## src/rtl/gpio_irq_ctrl.sv

```systemverilog
// GPIO peripheral: per-pin output select, synchronised inputs,
// edge-triggered interrupts with sticky write-1-to-clear pending bits.
module gpio_irq_ctrl #(
    parameter int WIDTH = 8,
    parameter int SYNC_STAGES = 2,
    parameter logic [WIDTH-1:0] OUT_RESET = '0
) (
    input  logic             clk,
    input  logic             rstn,
    input  logic             sel,
    input  logic [2:0]       addr,
    input  logic [1:0]       write_n,
    input  logic [31:0]      data_in,
    output logic [31:0]      data_out,
    input  logic [WIDTH-1:0] gpio_in,
    input  logic [WIDTH-1:0] periph_out,
    output logic [WIDTH-1:0] gpio_out,
    output logic [WIDTH-1:0] in_sync,
    output logic             irq
);

    localparam logic [2:0] A_OUT  = 3'd0;
    localparam logic [2:0] A_IN   = 3'd1;
    localparam logic [2:0] A_SEL  = 3'd2;
    localparam logic [2:0] A_RISE = 3'd3;
    localparam logic [2:0] A_FALL = 3'd4;
    localparam logic [2:0] A_PEND = 3'd5;
    localparam logic [2:0] A_SET  = 3'd6;
    localparam logic [2:0] A_CLR  = 3'd7;

    logic [WIDTH-1:0] out_q;
    logic [WIDTH-1:0] sel_q;
    logic [WIDTH-1:0] rise_q;
    logic [WIDTH-1:0] fall_q;
    logic [WIDTH-1:0] pend_q;
    logic [WIDTH-1:0] prev_q;
    logic [SYNC_STAGES-1:0][WIDTH-1:0] sync_q;

    logic             we;
    logic [31:0]      lane_mask;
    logic [WIDTH-1:0] wmask;
    logic [WIDTH-1:0] wbits;
    logic [WIDTH-1:0] out_nxt;
    logic [WIDTH-1:0] pend_clr;
    logic [WIDTH-1:0] event_set;
    logic [WIDTH-1:0] rd;

    assign we = sel && (write_n != 2'b11);

    always_comb begin
        lane_mask = '0;
        case (write_n)
            2'b00:   lane_mask = 32'h0000_00ff;
            2'b01:   lane_mask = 32'h0000_ffff;
            2'b10:   lane_mask = 32'hffff_ffff;
            default: lane_mask = '0;
        endcase
    end

    assign wmask = we ? lane_mask[WIDTH-1:0] : '0;
    assign wbits = data_in[WIDTH-1:0] & wmask;

    always_comb begin
        out_nxt = out_q;
        unique case (addr)
            A_OUT:   out_nxt = (out_q & ~wmask) | wbits;
            A_SET:   out_nxt = out_q | wbits;
            A_CLR:   out_nxt = out_q & ~wbits;
            default: out_nxt = out_q;
        endcase
    end

    assign in_sync   = sync_q[SYNC_STAGES-1];
    assign pend_clr  = (addr == A_PEND) ? wbits : '0;
    assign event_set = (in_sync & ~prev_q & rise_q)
                     | (~in_sync & prev_q & fall_q);

    // A new event in the same cycle as its W1C leaves the bit set
    always_ff @(posedge clk or negedge rstn) begin
        if (!rstn) begin
            out_q  <= OUT_RESET;
            sel_q  <= '0;
            rise_q <= '0;
            fall_q <= '0;
            pend_q <= '0;
            prev_q <= '0;
            sync_q <= '0;
            irq    <= 1'b0;
        end else begin
            out_q <= out_nxt;
            if (addr == A_SEL)
                sel_q <= (sel_q & ~wmask) | wbits;
            if (addr == A_RISE)
                rise_q <= (rise_q & ~wmask) | wbits;
            if (addr == A_FALL)
                fall_q <= (fall_q & ~wmask) | wbits;
            pend_q <= (pend_q & ~pend_clr) | event_set;
            sync_q <= {sync_q[SYNC_STAGES-2:0], gpio_in};
            prev_q <= in_sync;
            irq    <= |pend_q;
        end
    end

    always_comb begin
        rd = '0;
        unique case (addr)
            A_OUT, A_SET, A_CLR: rd = out_q;
            A_IN:                rd = in_sync;
            A_SEL:               rd = sel_q;
            A_RISE:              rd = rise_q;
            A_FALL:              rd = fall_q;
            A_PEND:              rd = pend_q;
            default:             rd = '0;
        endcase
    end

    assign data_out = sel ? 32'(rd) : 32'd0;

    assign gpio_out = (sel_q & out_q) | (~sel_q & periph_out);

endmodule

```

## config.mk

```make
export PLATFORM = sky130hd
export DESIGN_NAME = gpio_irq_ctrl
export DESIGN_NICKNAME = d
export VERILOG_FILES = /design/src/rtl/gpio_irq_ctrl.sv
export SDC_FILE = /design/constraint.sdc
export NUM_CORES = 1
export LEC_CHECK = 0
export ABC_AREA = 1
export CORE_MARGIN = 2
export CORE_UTILIZATION = 36
export CTS_BUF_LIST = sky130_fd_sc_hd__clkbuf_4 sky130_fd_sc_hd__clkbuf_8
export DETAILED_ROUTE_END_ITERATION = 8
export PLACE_DENSITY = 0.75
export SKIP_LAST_GASP = 1
export SYNTH_ARGS = -nofsm -noshare
export SYNTH_HDL_FRONTEND = slang
export SYNTH_SLANG_ARGS = --single-unit
```

## constraint.sdc

```tcl
create_clock -name clk -period 4.1 [get_ports clk]
set_input_delay 1.23 -clock clk [delete_from_list [all_inputs] [get_ports clk]]
set_output_delay 1.23 -clock clk [all_outputs]
set_load 0.05 [all_outputs]
```

==> results of run 1 <==
## worst max-delay path, cell delays in order
cell             delay, ns
clkdlybuf4s50_1       0.56
inv_2                 0.07
nand2_2               0.08
nand3_1               0.13
buf_12                0.19
o21ai_0               0.25
nor2_1                0.14
buf_12                0.17
## per-layer routing
metal  track usage, %  vias up
li1                 -     1302
met1             23.6     1203
met2             23.8      119
met3             3.76        8
met4             5.37        0
met5                0        -
## final cells by class
| class | count | area share, % |
|---|---|---|
| Sequential cell | 65 | 39.6 |
| Multi-Input combinational cell | 256 | 31.7 |
| Timing Repair Buffer | 69 | 18.3 |
| Clock buffer | 12 | 3.72 |
| Tap cell | 108 | 3.29 |
| Inverter | 20 | 1.83 |
| Clock inverter | 3 | 1.58 |
## cell families (layout without fill, tap and decap cells)
group / Yosys count / after routing
compound gates: 66 / 66
simple gates: 158 / 158
buf+inv: 67 / 104
other cells: 1 / 24
mux: 8 / 8
flops: 65 / 65
## where the power goes
group,total (µW),leakage (µW),internal [µW],switching (µW)
clock network,606,0.000113,369,238
logic,477,0.000978,176,301
registers,805,0.000771,732,73.2
total,1890,0.00186,1280,612
## per-stage QoR
step	worst slack [ns]	TNS, ns
4_1_cts	0.0203	0
2_1_floorplan	0.256	0
5_1_grt	-0.00261	-0.00522
3_5_place_dp	0.0301	0
3_3_place_gp	0.0347	0
6_report	0.0418	0
## layout by cell type, fill, tap and decap left out
cell type and instances:
inv_1 18, nand3b_1 1, o21ai_0 25, nand3_2 1
dfrtp_1 65, nand3_1 34, nand4_1 23, nand2_2 2
a21oi_1 2, o21ai_1 23, clkbuf_4 2, nor2_2 6
o21ai_2 8, buf_2 1, clkdlybuf4s50_1 39, bufinv_16 2
a31oi_1 7, buf_12 11, nor2_1 20, inv_2 2
nand2_1 68, nand4_2 1, buf_4 18, clkinv_2 1
clkbuf_8 10, a21boi_4 1, mux2_2 8, conb_1 24
nor4_1 2
## worst max-delay path by stage
| stage | startpoint | endpoint | slack, ns | depth (start not counted) |
|---|---|---|---|---|
| 2_1_floorplan | addr[2] | data_out[6] | 0.26 | 6 |
| 4_1_cts | addr[1] | data_out[0] | 0.02 | 9 |
| 5_1_grt | addr[1] | data_out[7] | -0.003 | 8 |
| 3_5_place_dp | addr[1] | data_out[0] | 0.03 | 9 |
| 3_3_place_gp | addr[1] | data_out[0] | 0.03 | 9 |
| 6_report | addr[2] | data_out[7] | 0.04 | 8 |
==> report_table.html, run 1 <==
<table>
<tr><th>Metric</th><th>Value</th></tr>
<tr><th colspan="2">Drt</th></tr>
<tr><td>Via count</td><td>2632</td></tr>
<tr><td>Met3 wirelength from detailed routing</td><td>approximately 540 µm</td></tr>
<tr><td>Routed length on met2</td><td>approximately 3.4 mm</td></tr>
<tr><td>Router iterations before antenna repair</td><td>5</td></tr>
<tr><td>Met1 wire length</td><td>between 3 and 4 mm</td></tr>
<tr><td>Total wirelength of the detailed-routed design</td><td>7.60 mm</td></tr>
<tr><td>Wire per inst</td><td>14.3 µm</td></tr>
<tr><td>Detail Route Antenna Nets</td><td>0</td></tr>
<tr><td>DRC violations left</td><td>0</td></tr>
<tr><td>Highest Signal Layer</td><td>met4</td></tr>
<tr><td>Number of DRC markers after the initial detailed-route iteration</td><td>approximately 290</td></tr>
<tr><td>Vias per inst</td><td>approximately 4.9</td></tr>
<tr><th colspan="2">Run status</th></tr>
<tr><td>Run status</td><td>complete, no violations</td></tr>
<tr><th colspan="2">Setup path</th></tr>
<tr><td>R2R Setup Slk</td><td>3.07 ns</td></tr>
<tr><td>Highest fanout seen on the critical path</td><td>24</td></tr>
<tr><td>Kind of capture point of the worst setup path</td><td>output pin</td></tr>
<tr><td>R2R cell count</td><td>2</td></tr>
<tr><td>Arrival time at the worst endpoint</td><td>between 2 and 3 ns</td></tr>
<tr><td>Worst flop-to-flop path endpoint</td><td>irq</td></tr>
<tr><td>Data required time at the worst endpoint</td><td>2.87 ns</td></tr>
<tr><td>Setup CP Type</td><td>in2out</td></tr>
<tr><td>Category of the worst setup path launch point</td><td>primary input</td></tr>
<tr><td>Worst flop-to-flop path startpoint</td><td>pend_q[6]</td></tr>
<tr><th colspan="2">Clock network</th></tr>
<tr><td>Bufs on Longest Clock Path</td><td>2</td></tr>
<tr><td>Buffer type at the clock tree root</td><td>clkbuf_8</td></tr>
<tr><td># Post-CTS Setup Buffers</td><td>0</td></tr>
<tr><td>Number of clock sinks</td><td>65</td></tr>
<tr><td>Total clock buffers created by CTS</td><td>9</td></tr>
<tr><td>Clock Latency Late Sink</td><td>0.34 ns</td></tr>
<tr><td>Post-cts resize count</td><td>0</td></tr>
<tr><td>Number of hold-repair buffers added at the cts stage</td><td>0</td></tr>
<tr><td>Clk slew on worst S/H paths</td><td>0.06 ns</td></tr>
<tr><td>Total number of H-tree levels</td><td>3</td></tr>
<tr><td>TritonCTS clock tree</td><td>built</td></tr>
<tr><th colspan="2">Pwr</th></tr>
<tr><td>Design Power</td><td>around 1900 µW</td></tr>
<tr><td>IR drop worst, VDD</td><td>~0.19 mV</td></tr>
<tr><td>Total power density per cell area</td><td>roughly 460 nW/µm²</td></tr>
<tr><td>Total leakage power</td><td>about 0.0019 µW</td></tr>
<tr><th colspan="2">Die</th></tr>
<tr><td>Die Area</td><td>9710 µm²</td></tr>
<tr><td>Starting utilization of the core area</td><td>a little under two fifths</td></tr>
<tr><td># IOs</td><td>approximately 110</td></tr>
<tr><td>Die height</td><td>98.5 µm</td></tr>
<tr><td>Floorplan die width</td><td>98.5 µm</td></tr>
<tr><td>Site Rows</td><td>34</td></tr>
<tr><td>Area of the core</td><td>between 8000 and 9000 µm²</td></tr>
<tr><th colspan="2">Synthesis</th></tr>
<tr><td>Fraction of post-synthesis cell area in the top cell type by area</td><td>roughly half</td></tr>
<tr><td>Complex-gate fraction of the synthesized area</td><td>between 10% and 20%</td></tr>
<tr><td>Total standard cell area after synthesis</td><td>about 3200 µm²</td></tr>
<tr><td>Number of enable-type register cells in the synthesized netlist</td><td>0</td></tr>
<tr><td>Xor/xnor cell area share of the yosys netlist</td><td>0%</td></tr>
<tr><td>Avg Synthesized Cell Area</td><td>just under 9 µm²</td></tr>
<tr><td>Ys flop type</td><td>dfrtp_1</td></tr>
<tr><td>Share of flip-flops with an asynchronous set or reset after synthesis</td><td>100%</td></tr>
<tr><td>Top cell types by occurrence after synthesis</td><td>68 x nand2_1, 65 x dfrtp_1, 34 x buf_4, 34 x nand3_1, 25 x o21ai_0</td></tr>
<tr><td>Adder and majority gate portion of the synthesized area</td><td>0%</td></tr>
<tr><td>Leading post-synthesis cells by cell area</td><td>dfrtp_1 51%, buf_4 7.9%, nand2_1 7.9%</td></tr>
<tr><td>Most frequently used cell type in the post-synthesis netlist</td><td>nand2_1</td></tr>
<tr><td>Area leader, netlist</td><td>dfrtp_1</td></tr>
<tr><td>Number of instances in the synthesized netlist</td><td>365</td></tr>
<tr><td>Basic-gate share of the synthesized area counting and, or, nand and nor cells</td><td>22.6%</td></tr>
<tr><td>Register area share after synthesis</td><td>between 50% and 60%</td></tr>
<tr><td>Combinational family with the most area after synthesis</td><td>simple AND/OR/NAND/NOR gates</td></tr>
<tr><td>Number of synthesized register bits</td><td>between 60 and 70</td></tr>
<tr><td>Count of synthesis-stage warnings from yosys</td><td>0</td></tr>
<tr><td>Number of distinct library cell variants in the gate-level netlist after synthesis</td><td>25</td></tr>
<tr><td>Proportion of synthesized area in mux cells</td><td>about 2.8%</td></tr>
<tr><th colspan="2">Run</th></tr>
<tr><td>Number of max-cap violations</td><td>0</td></tr>
<tr><th colspan="2">GRT</th></tr>
<tr><td>Antenna violations before repair</td><td>0</td></tr>
<tr><td>Global-route wire length before repair</td><td>12.5 mm</td></tr>
<tr><td>Total overflow reported by the global router</td><td>0</td></tr>
<tr><td>Number of global-route vias before repair</td><td>about 2400</td></tr>
<tr><td>Maximum number of pins on one net before global-route repair</td><td>32</td></tr>
<tr><td>Total global routing track utilization</td><td>between 10% and 20%</td></tr>
<tr><th colspan="2">Timing</th></tr>
<tr><td>Worst clock skew</td><td>0.0103 ns</td></tr>
<tr><td>Highest clock frequency the design can meet</td><td>246 MHz</td></tr>
<tr><td>Time the worst path needs with I/O delays and setup</td><td>4.06 ns</td></tr>
<tr><td>Portion of the clock cycle consumed by the worst path in the final layout</td><td>99.0%</td></tr>
<tr><td>Measured slew at the worst slew-check pin</td><td>about 0.54 ns</td></tr>
<tr><td>Final Hold Violating Endpoints</td><td>0</td></tr>
<tr><td>Worst hold slack</td><td>between 0.3 and 0.4 ns</td></tr>
<tr><td>Final setup viols</td><td>0</td></tr>
<tr><td>Number of pins exceeding their max-slew limit in the final report</td><td>0</td></tr>
<tr><td>Remaining max-slew budget at the tightest pin</td><td>roughly 64%</td></tr>
<tr><td>RSZ-0062 raised after global routing</td><td>yes</td></tr>
<tr><th colspan="2">Finish</th></tr>
<tr><td>Antenna diodes</td><td>0</td></tr>
<tr><td>Area overhead of the layout relative to synthesis</td><td>27.6%</td></tr>
<tr><td>Fraction of final layout cells with drive strength greater than 1</td><td>17.4%</td></tr>
<tr><td>Final-layout fill cell count</td><td>roughly 810</td></tr>
<tr><td>Final design instance area without fill</td><td>just over 4000 µm²</td></tr>
<tr><td>Area of combinational cells with multiple inputs</td><td>1300 µm²</td></tr>
<tr><td>Area taken by flip-flops and latches</td><td>between 1500 and 2000 µm²</td></tr>
<tr><td>Post-route non-filler standard cell count</td><td>~530</td></tr>
<tr><td>Util after Layout</td><td>a little under half</td></tr>
<tr><td>Layout net count</td><td>477</td></tr>
<tr><th colspan="2">Hold path</th></tr>
<tr><td>Hold depth</td><td>0</td></tr>
<tr><td>End point of the most critical hold path</td><td>in_sync[6]</td></tr>
<tr><td>Worst min-delay path class</td><td>reg2reg</td></tr>
<tr><td>Startpoint of the most critical hold path</td><td>sync_q[6]</td></tr>
<tr><th colspan="2">Place</th></tr>
<tr><td>Global placement routability congestion</td><td>0.861</td></tr>
<tr><td>Post-placement cell area</td><td>slightly below 4000 µm²</td></tr>
<tr><td>Count of input and output buffers</td><td>56</td></tr>
<tr><td>Number of placed cells counting well taps</td><td>518</td></tr>
<tr><td>Half-perimeter wire length after detailed placement</td><td>approximately 5.5 mm</td></tr>
</table>
No activity file was read; power rests on OpenSTA's default activity.
==> inputs of run 2 (changes only) <==
- CTS_CLUSTER_DIAMETER: unset -> 150
- PLACE_DENSITY: 0.75 -> 0.69
==> report_table.html, run 2 (synthesis results as in run 1) <==
<table>
<tr><th>Metric</th><th>Value</th></tr>
<tr><th colspan="2">Die</th></tr>
<tr><td>Area of the core</td><td>8680 µm² (unchanged)</td></tr>
<tr><td>Site Rows</td><td>34 (unchanged)</td></tr>
<tr><td>Die Area</td><td>9710 µm² (unchanged)</td></tr>
<tr><td># IOs</td><td>105 (unchanged)</td></tr>
<tr><td>Die height</td><td>98.5 µm (unchanged)</td></tr>
<tr><td>Starting utilization of the core area</td><td>37.1% (unchanged)</td></tr>
<tr><td>Floorplan die width</td><td>98.5 µm (unchanged)</td></tr>
<tr><th colspan="2">Clock network</th></tr>
<tr><td>Clock Latency Late Sink</td><td>0.34 ns (about the same)</td></tr>
<tr><td>Clk slew on worst S/H paths</td><td>0.07 ns (about the same)</td></tr>
<tr><td>Total number of H-tree levels</td><td>3 (unchanged)</td></tr>
<tr><td>Number of clock sinks</td><td>65 (unchanged)</td></tr>
<tr><td>Bufs on Longest Clock Path</td><td>2 (unchanged)</td></tr>
<tr><td>Buffer type at the clock tree root</td><td>clkbuf_8</td></tr>
<tr><td>Total clock buffers created by CTS</td><td>9 (unchanged)</td></tr>
<tr><td>TritonCTS clock tree</td><td>built</td></tr>
<tr><th colspan="2">Pwr</th></tr>
<tr><td>IR drop worst, VDD</td><td>0.206 mV (+9.3%)</td></tr>
<tr><td>Total leakage power</td><td>0.00189 µW (+1.5%)</td></tr>
<tr><td>Total power density per cell area</td><td>444 nW/µm² (-3.4%)</td></tr>
<tr><td>Design Power</td><td>1830 µW (-3.2%)</td></tr>
<tr><th colspan="2">GRT</th></tr>
<tr><td>Total global routing track utilization</td><td>16.0% (-0.15 points)</td></tr>
<tr><td>Antenna violations before repair</td><td>0 (unchanged)</td></tr>
<tr><td>Global-route wire length before repair</td><td>12.5 mm (+0.50%)</td></tr>
<tr><td>Maximum number of pins on one net before global-route repair</td><td>51 (+59%)</td></tr>
<tr><td>Total overflow reported by the global router</td><td>0 (unchanged)</td></tr>
<tr><td>Number of global-route vias before repair</td><td>2561 (+4.7%)</td></tr>
<tr><th colspan="2">Finish</th></tr>
<tr><td>Post-route non-filler standard cell count</td><td>539 (+1.1%)</td></tr>
<tr><td>Final design instance area without fill</td><td>4120 µm² (+0.27%)</td></tr>
<tr><td>Most common cell after layout, fill and taps aside</td><td>nand2_1</td></tr>
<tr><td>Area overhead of the layout relative to synthesis</td><td>27.9%</td></tr>
<tr><td>Layout net count</td><td>482 (+1.0%)</td></tr>
<tr><td>Util after Layout</td><td>47.4% (+0.13 points)</td></tr>
<tr><td>Fraction of final layout cells with drive strength greater than 1</td><td>18.1% (+0.69 points)</td></tr>
<tr><td>Antenna diodes</td><td>0 (unchanged)</td></tr>
<tr><td>Most used cells in the layout excluding fill and tap cells</td><td>68 x nand2_1, 65 x dfrtp_1, 37 x clkdlybuf4s50_1, 34 x nand3_1, 25 x o21ai_1</td></tr>
<tr><th colspan="2">Timing</th></tr>
<tr><td>RSZ-0062 raised after global routing</td><td>yes</td></tr>
<tr><td>Worst hold slack</td><td>0.346 ns (-0.00242 ns)</td></tr>
<tr><td>Time the worst path needs with I/O delays and setup</td><td>4.02 ns (-0.0400 ns)</td></tr>
<tr><td>Worst clock skew</td><td>0.00910 ns (-0.00121 ns)</td></tr>
<tr><td>Final Hold Violating Endpoints</td><td>0 (unchanged)</td></tr>
<tr><td>Portion of the clock cycle consumed by the worst path in the final layout</td><td>98.0% (-0.97 points)</td></tr>
<tr><td>Number of pins exceeding their max-slew limit in the final report</td><td>0 (unchanged)</td></tr>
<tr><td>Remaining max-slew budget at the tightest pin</td><td>59.9% (-4.2 points)</td></tr>
<tr><td>Measured slew at the worst slew-check pin</td><td>0.601 ns (+0.0641 ns)</td></tr>
<tr><td>Highest clock frequency the design can meet</td><td>249 MHz (+0.99%)</td></tr>
<tr><td>Final setup viols</td><td>0 (unchanged)</td></tr>
<tr><th colspan="2">Place</th></tr>
<tr><td>Half-perimeter wire length after detailed placement</td><td>5.53 mm (about the same)</td></tr>
<tr><td>Global placement routability congestion</td><td>0.894 (+3.8%)</td></tr>
<tr><td>Post-placement cell area</td><td>3900 µm² (+0.65%)</td></tr>
<tr><td>Count of input and output buffers</td><td>56 (unchanged)</td></tr>
<tr><td>Number of placed cells counting well taps</td><td>523 (+0.97%)</td></tr>
<tr><th colspan="2">Run status</th></tr>
<tr><td>Run status</td><td>complete, no violations</td></tr>
<tr><th colspan="2">Setup path</th></tr>
<tr><td>Category of the worst setup path launch point</td><td>primary input</td></tr>
<tr><td>Setup CP Type</td><td>in2out</td></tr>
<tr><td>Highest fanout seen on the critical path</td><td>11 (-54%)</td></tr>
<tr><td>Kind of capture point of the worst setup path</td><td>output pin</td></tr>
<tr><td>Data required time at the worst endpoint</td><td>2.87 ns (about the same)</td></tr>
<tr><td>Arrival time at the worst endpoint</td><td>2.79 ns (-0.04 ns)</td></tr>
<tr><th colspan="2">Drt</th></tr>
<tr><td>Via count</td><td>2713 (+3.1%)</td></tr>
<tr><td>Router iterations before antenna repair</td><td>5 (unchanged)</td></tr>
<tr><td>Total wirelength of the detailed-routed design</td><td>7.37 mm (-3.0%)</td></tr>
<tr><td>Vias per inst</td><td>5.03 (+1.9%)</td></tr>
<tr><td>Wire per inst</td><td>13.7 µm (-4.1%)</td></tr>
<tr><td>DRC violations left</td><td>0 (unchanged)</td></tr>
<tr><td>Detail Route Antenna Nets</td><td>0 (unchanged)</td></tr>
<tr><td>Number of DRC markers after the initial detailed-route iteration</td><td>216 (-24%)</td></tr>
<tr><th colspan="2">Run</th></tr>
<tr><td>Number of max-cap violations</td><td>0 (unchanged)</td></tr>
<tr><th colspan="2">Hold path</th></tr>
<tr><td>Worst min-delay path class</td><td>reg2reg</td></tr>
</table>
[run 2: layer usage]
layer | wire length, µm | up-vias | global-route usage, %
met3 | 568 | 9 | 3.76
li1 | - | 1313 | -
met5 | 0 | - | 0
met1 | 3350 | 1257 | 22.5
met4 | 107 | 0 | 5.16
met2 | 3350 | 134 | 24.7
[run 2: final cells by class]
cell class	count	area (µm²)
timing repair buffer	74	781
fill	819	4560
tap	108	135
sequential	65	1630
clock inverter	6	65.1
inverter	20	75.1
multi-input combinational	256	1300
clock buffer	10	138
[run 2: power by group]
group          internal [µW]  total (µW)  switching, µW  leakage, µW
registers                731         807           75.4     0.000771
logic                    177         476            299      0.00102
clock network            298         545            247     0.000103
[run 2: path summary, 6_finish.rpt]
path,cells after the start,start,slack (ns),endpoint
min in group asynchronous,1,rstn,0.79,in_sync[7]
worst max register to register,2,pend_q[6],3.10,irq
worst max-delay path,9,addr[2],0.08,data_out[0]
worst min-delay path,0,sync_q[4],0.35,in_sync[4]
worst min register to register,0,sync_q[4],0.35,in_sync[4]
max in group asynchronous,2,rstn,2.39,pend_q[2]
[run 2: what timing repair did]
| action | 4_1_cts | 5_1_grt |
|---|---|---|
| gates resized for setup | 0 | 6 |
| hold buffers | 0 | 0 |
| setup buffers | 0 | 0 |
| setup endpoints to repair | 0 | 8 |
[run 2: worst max-delay path, cell delays in order]
cell and delay, ns:
clkdlybuf4s50_1 0.58, inv_2 0.07, nand2_2 0.08, nand3_1 0.10
buf_4 0.18, nand3_1 0.07, nor2_1 0.05, nor2_1 0.24
buf_12 0.18
[run 2: per-stage QoR]
| step | setup slack, ns | TNS [ns] |
|---|---|---|
| 2_1_floorplan | 0.256 | 0 |
| 3_3_place_gp | 0.0157 | 0 |
| 3_5_place_dp | 0.0142 | 0 |
| 4_1_cts | 0.0115 | 0 |
| 5_1_grt | -0.000701 | -0.000701 |
| 6_report | 0.0818 | 0 |
==> inputs of run 3 (changes only) <==
- CORE_MARGIN: 2 -> unset
- CTS_CLUSTER_SIZE: unset -> 12
==> report_table.html, run 3 (synthesis results as in run 1) <==
<table>
<tr><th>Metric</th><th>Value</th></tr>
<tr><th colspan="2">Setup path</th></tr>
<tr><td>Worst path max stage delay</td><td>0.57 ns (about the same)</td></tr>
<tr><td>Slowest stage cell, crit path</td><td>clkdlybuf4s50_1</td></tr>
<tr><td>Data required time at the worst endpoint</td><td>2.87 ns (about the same)</td></tr>
<tr><td>Highest fanout seen on the critical path</td><td>9 (-2)</td></tr>
<tr><td>Category of the worst setup path launch point</td><td>primary input</td></tr>
<tr><td>Cell-by-cell trace of the critical path</td><td>clkdlybuf4s50_1 -&gt; inv_2 -&gt; nand2_2 -&gt; nand3_1 -&gt; buf_4 -&gt; o21ai_0 -&gt; nor2_1 -&gt; buf_12</td></tr>
<tr><td>Setup CP Type</td><td>in2out</td></tr>
<tr><td>Top Family by Delay on Critical Path</td><td>buffers and inverters</td></tr>
<tr><td>Kind of capture point of the worst setup path</td><td>output pin</td></tr>
<tr><td>Arrival time at the worst endpoint</td><td>2.78 ns (about the same)</td></tr>
<tr><td>Sum of buffers and inverters on the critical path</td><td>4 (unchanged)</td></tr>
<tr><th colspan="2">GRT</th></tr>
<tr><td>Antenna violations before repair</td><td>0 (unchanged)</td></tr>
<tr><td>Maximum number of pins on one net before global-route repair</td><td>66 (+29%)</td></tr>
<tr><td>Global-route wire length before repair</td><td>12.3 mm (-2.1%)</td></tr>
<tr><td>Number of global-route vias before repair</td><td>2534 (-1.1%)</td></tr>
<tr><td>Total global routing track utilization</td><td>17.7% (+1.6 points)</td></tr>
<tr><td>Total overflow reported by the global router</td><td>0 (unchanged)</td></tr>
<tr><th colspan="2">Clock network</th></tr>
<tr><td># Post-CTS Setup Buffers</td><td>0 (unchanged)</td></tr>
<tr><td>Total number of H-tree levels</td><td>3 (unchanged)</td></tr>
<tr><td>Clk slew on worst S/H paths</td><td>0.07 ns (about the same)</td></tr>
<tr><td>Total clock buffers created by CTS</td><td>9 (unchanged)</td></tr>
<tr><td>Buffer type at the clock tree root</td><td>clkbuf_8</td></tr>
<tr><td>Clock Latency Late Sink</td><td>0.33 ns (about the same)</td></tr>
<tr><td>Bufs on Longest Clock Path</td><td>2 (unchanged)</td></tr>
<tr><td>TritonCTS clock tree</td><td>built</td></tr>
<tr><td>Number of hold-repair buffers added at the cts stage</td><td>0 (unchanged)</td></tr>
<tr><td>Post-cts resize count</td><td>0 (unchanged)</td></tr>
<tr><td>Number of clock sinks</td><td>65 (unchanged)</td></tr>
<tr><th colspan="2">Die</th></tr>
<tr><td>Die height</td><td>96.5 µm (-2.0%)</td></tr>
<tr><td>Die Area</td><td>9320 µm² (-4.0%)</td></tr>
<tr><td>Area of the core</td><td>8680 µm² (unchanged)</td></tr>
<tr><td># IOs</td><td>105 (unchanged)</td></tr>
<tr><td>Floorplan die width</td><td>96.5 µm (-2.0%)</td></tr>
<tr><td>Starting utilization of the core area</td><td>37.1% (unchanged)</td></tr>
<tr><td>Site Rows</td><td>34 (unchanged)</td></tr>
<tr><th colspan="2">Pwr</th></tr>
<tr><td>Design Power</td><td>1770 µW (-3.3%)</td></tr>
<tr><td>Total leakage power</td><td>0.00186 µW (-1.4%)</td></tr>
<tr><td>Total power density per cell area</td><td>433 nW/µm² (-2.5%)</td></tr>
<tr><td>IR drop worst, VDD</td><td>0.204 mV (-0.83%)</td></tr>
<tr><th colspan="2">Drt</th></tr>
<tr><td>DRC violations left</td><td>0 (unchanged)</td></tr>
<tr><td>Total wirelength of the detailed-routed design</td><td>7.45 mm (+1.1%)</td></tr>
<tr><td>Router iterations before antenna repair</td><td>5 (unchanged)</td></tr>
<tr><td>Vias per inst</td><td>5.00 (-0.70%)</td></tr>
<tr><td>Number of DRC markers after the initial detailed-route iteration</td><td>175 (-19%)</td></tr>
<tr><td>Wire per inst</td><td>13.8 µm (+0.93%)</td></tr>
<tr><td>Detail Route Antenna Nets</td><td>0 (unchanged)</td></tr>
<tr><td>Via count</td><td>2699 (-0.52%)</td></tr>
<tr><th colspan="2">Timing</th></tr>
<tr><td>Final setup viols</td><td>0 (unchanged)</td></tr>
<tr><td>Highest clock frequency the design can meet</td><td>249 MHz (about the same)</td></tr>
<tr><td>RSZ-0062 raised after global routing</td><td>yes</td></tr>
<tr><td>Remaining max-slew budget at the tightest pin</td><td>45.6% (-14 points)</td></tr>
<tr><td>Portion of the clock cycle consumed by the worst path in the final layout</td><td>97.9% (about the same)</td></tr>
<tr><td>Time the worst path needs with I/O delays and setup</td><td>4.01 ns (-0.00329 ns)</td></tr>
<tr><td>Setup TNS</td><td>0 ns (unchanged)</td></tr>
<tr><td>Final worst setup slack</td><td>0.0851 ns (+0.00329 ns)</td></tr>
<tr><td>Final Hold Violating Endpoints</td><td>0 (unchanged)</td></tr>
<tr><td>Number of pins exceeding their max-slew limit in the final report</td><td>0 (unchanged)</td></tr>
<tr><td>Worst clock skew</td><td>0.00703 ns (-0.00208 ns)</td></tr>
<tr><td>Measured slew at the worst slew-check pin</td><td>0.816 ns (+0.215 ns)</td></tr>
<tr><th colspan="2">Finish</th></tr>
<tr><td>Most common cell after layout, fill and taps aside</td><td>nand2_1</td></tr>
<tr><td>Area overhead of the layout relative to synthesis</td><td>26.8%</td></tr>
<tr><td>Fraction of final layout cells with drive strength greater than 1</td><td>18.1% (-0.042 points)</td></tr>
<tr><td>Most used cells in the layout excluding fill and tap cells</td><td>68 x nand2_1, 65 x dfrtp_1, 39 x clkdlybuf4s50_1, 34 x nand3_1, 25 x buf_4</td></tr>
<tr><td>Layout net count</td><td>483 (+0.21%)</td></tr>
<tr><td>Post-route non-filler standard cell count</td><td>540 (+0.19%)</td></tr>
<tr><td>Final design instance area without fill</td><td>4080 µm² (-0.85%)</td></tr>
<tr><td>Antenna diodes</td><td>0 (unchanged)</td></tr>
<tr><th colspan="2">Run</th></tr>
<tr><td>Number of max-cap violations</td><td>0 (unchanged)</td></tr>
<tr><th colspan="2">Place</th></tr>
<tr><td>Post-placement cell area</td><td>3900 µm² (-0.13%)</td></tr>
<tr><td>Global placement routability congestion</td><td>0.880 (-1.6%)</td></tr>
<tr><td>Number of placed cells counting well taps</td><td>524 (+0.19%)</td></tr>
<tr><td>Worst setup slack before clock tree synthesis</td><td>0.0258 ns (+0.0116 ns)</td></tr>
<tr><td>Count of input and output buffers</td><td>56 (unchanged)</td></tr>
<tr><td>Half-perimeter wire length after detailed placement</td><td>5.45 mm (-1.5%)</td></tr>
<tr><th colspan="2">Hold path</th></tr>
<tr><td>Worst min-delay path class</td><td>reg2reg</td></tr>
<tr><th colspan="2">Run status</th></tr>
<tr><td>Run status</td><td>complete, no violations</td></tr>
</table>
-- run 3: per-stage QoR --
stage	utilization [%]	hold WS (ns)
detailed placement	44.9	0.336
global route	47.0	0.359
global placement	44.9	0.331
finish	47.0	0.348
CTS	46.9	0.352
floorplan	-	0.331
-- run 3: layout make-up --
| cell class | instances | area, µm² |
|---|---|---|
| Fill cell | 834 | 4600 |
| Sequential cell | 65 | 1630 |
| Multi-Input combinational cell | 256 | 1290 |
| Timing Repair Buffer | 75 | 774 |
| Clock buffer | 11 | 145 |
| Tap cell | 108 | 135 |
| Inverter | 20 | 75.1 |
| Clock inverter | 5 | 31.3 |
-- run 3: metal layers --
layer	share of wire (%)	GRT usage (%)	vias to the layer above
met4	2.2	8.82	0
met1	46	24.5	1243
met3	7.0	3.05	15
met2	45	26.5	126
li1	-	-	1315
met5	0	0	-
-- run 3: worst register-to-register path, stage by stage (launching register included) --
cell	delay, ns
dfrtp_1	0.40
nor4_1	0.36
nand2_1	0.13
-- run 3: report_power, final --
| part | internal [µW] | total (µW) | switching [µW] |
|---|---|---|---|
| Combinational | 178 | 475 | 297 |
| Sequential | 731 | 808 | 76.8 |
| Clock | 240 | 485 | 244 |
-- run 3: path summary, 6_finish.rpt --
path	slack, ns	cells past startpoint	start	endpoint
max	0.09	8	addr[2]	data_out[0]
min	0.35	0	sync_q[0]	in_sync[0]
max reg2reg	3.08	2	pend_q[2]	irq
min reg2reg	0.35	0	sync_q[0]	in_sync[0]
max in group asynchronous	2.50	2	rstn	out_q[1]
min in group asynchronous	1.07	2	rstn	sync_q[4]
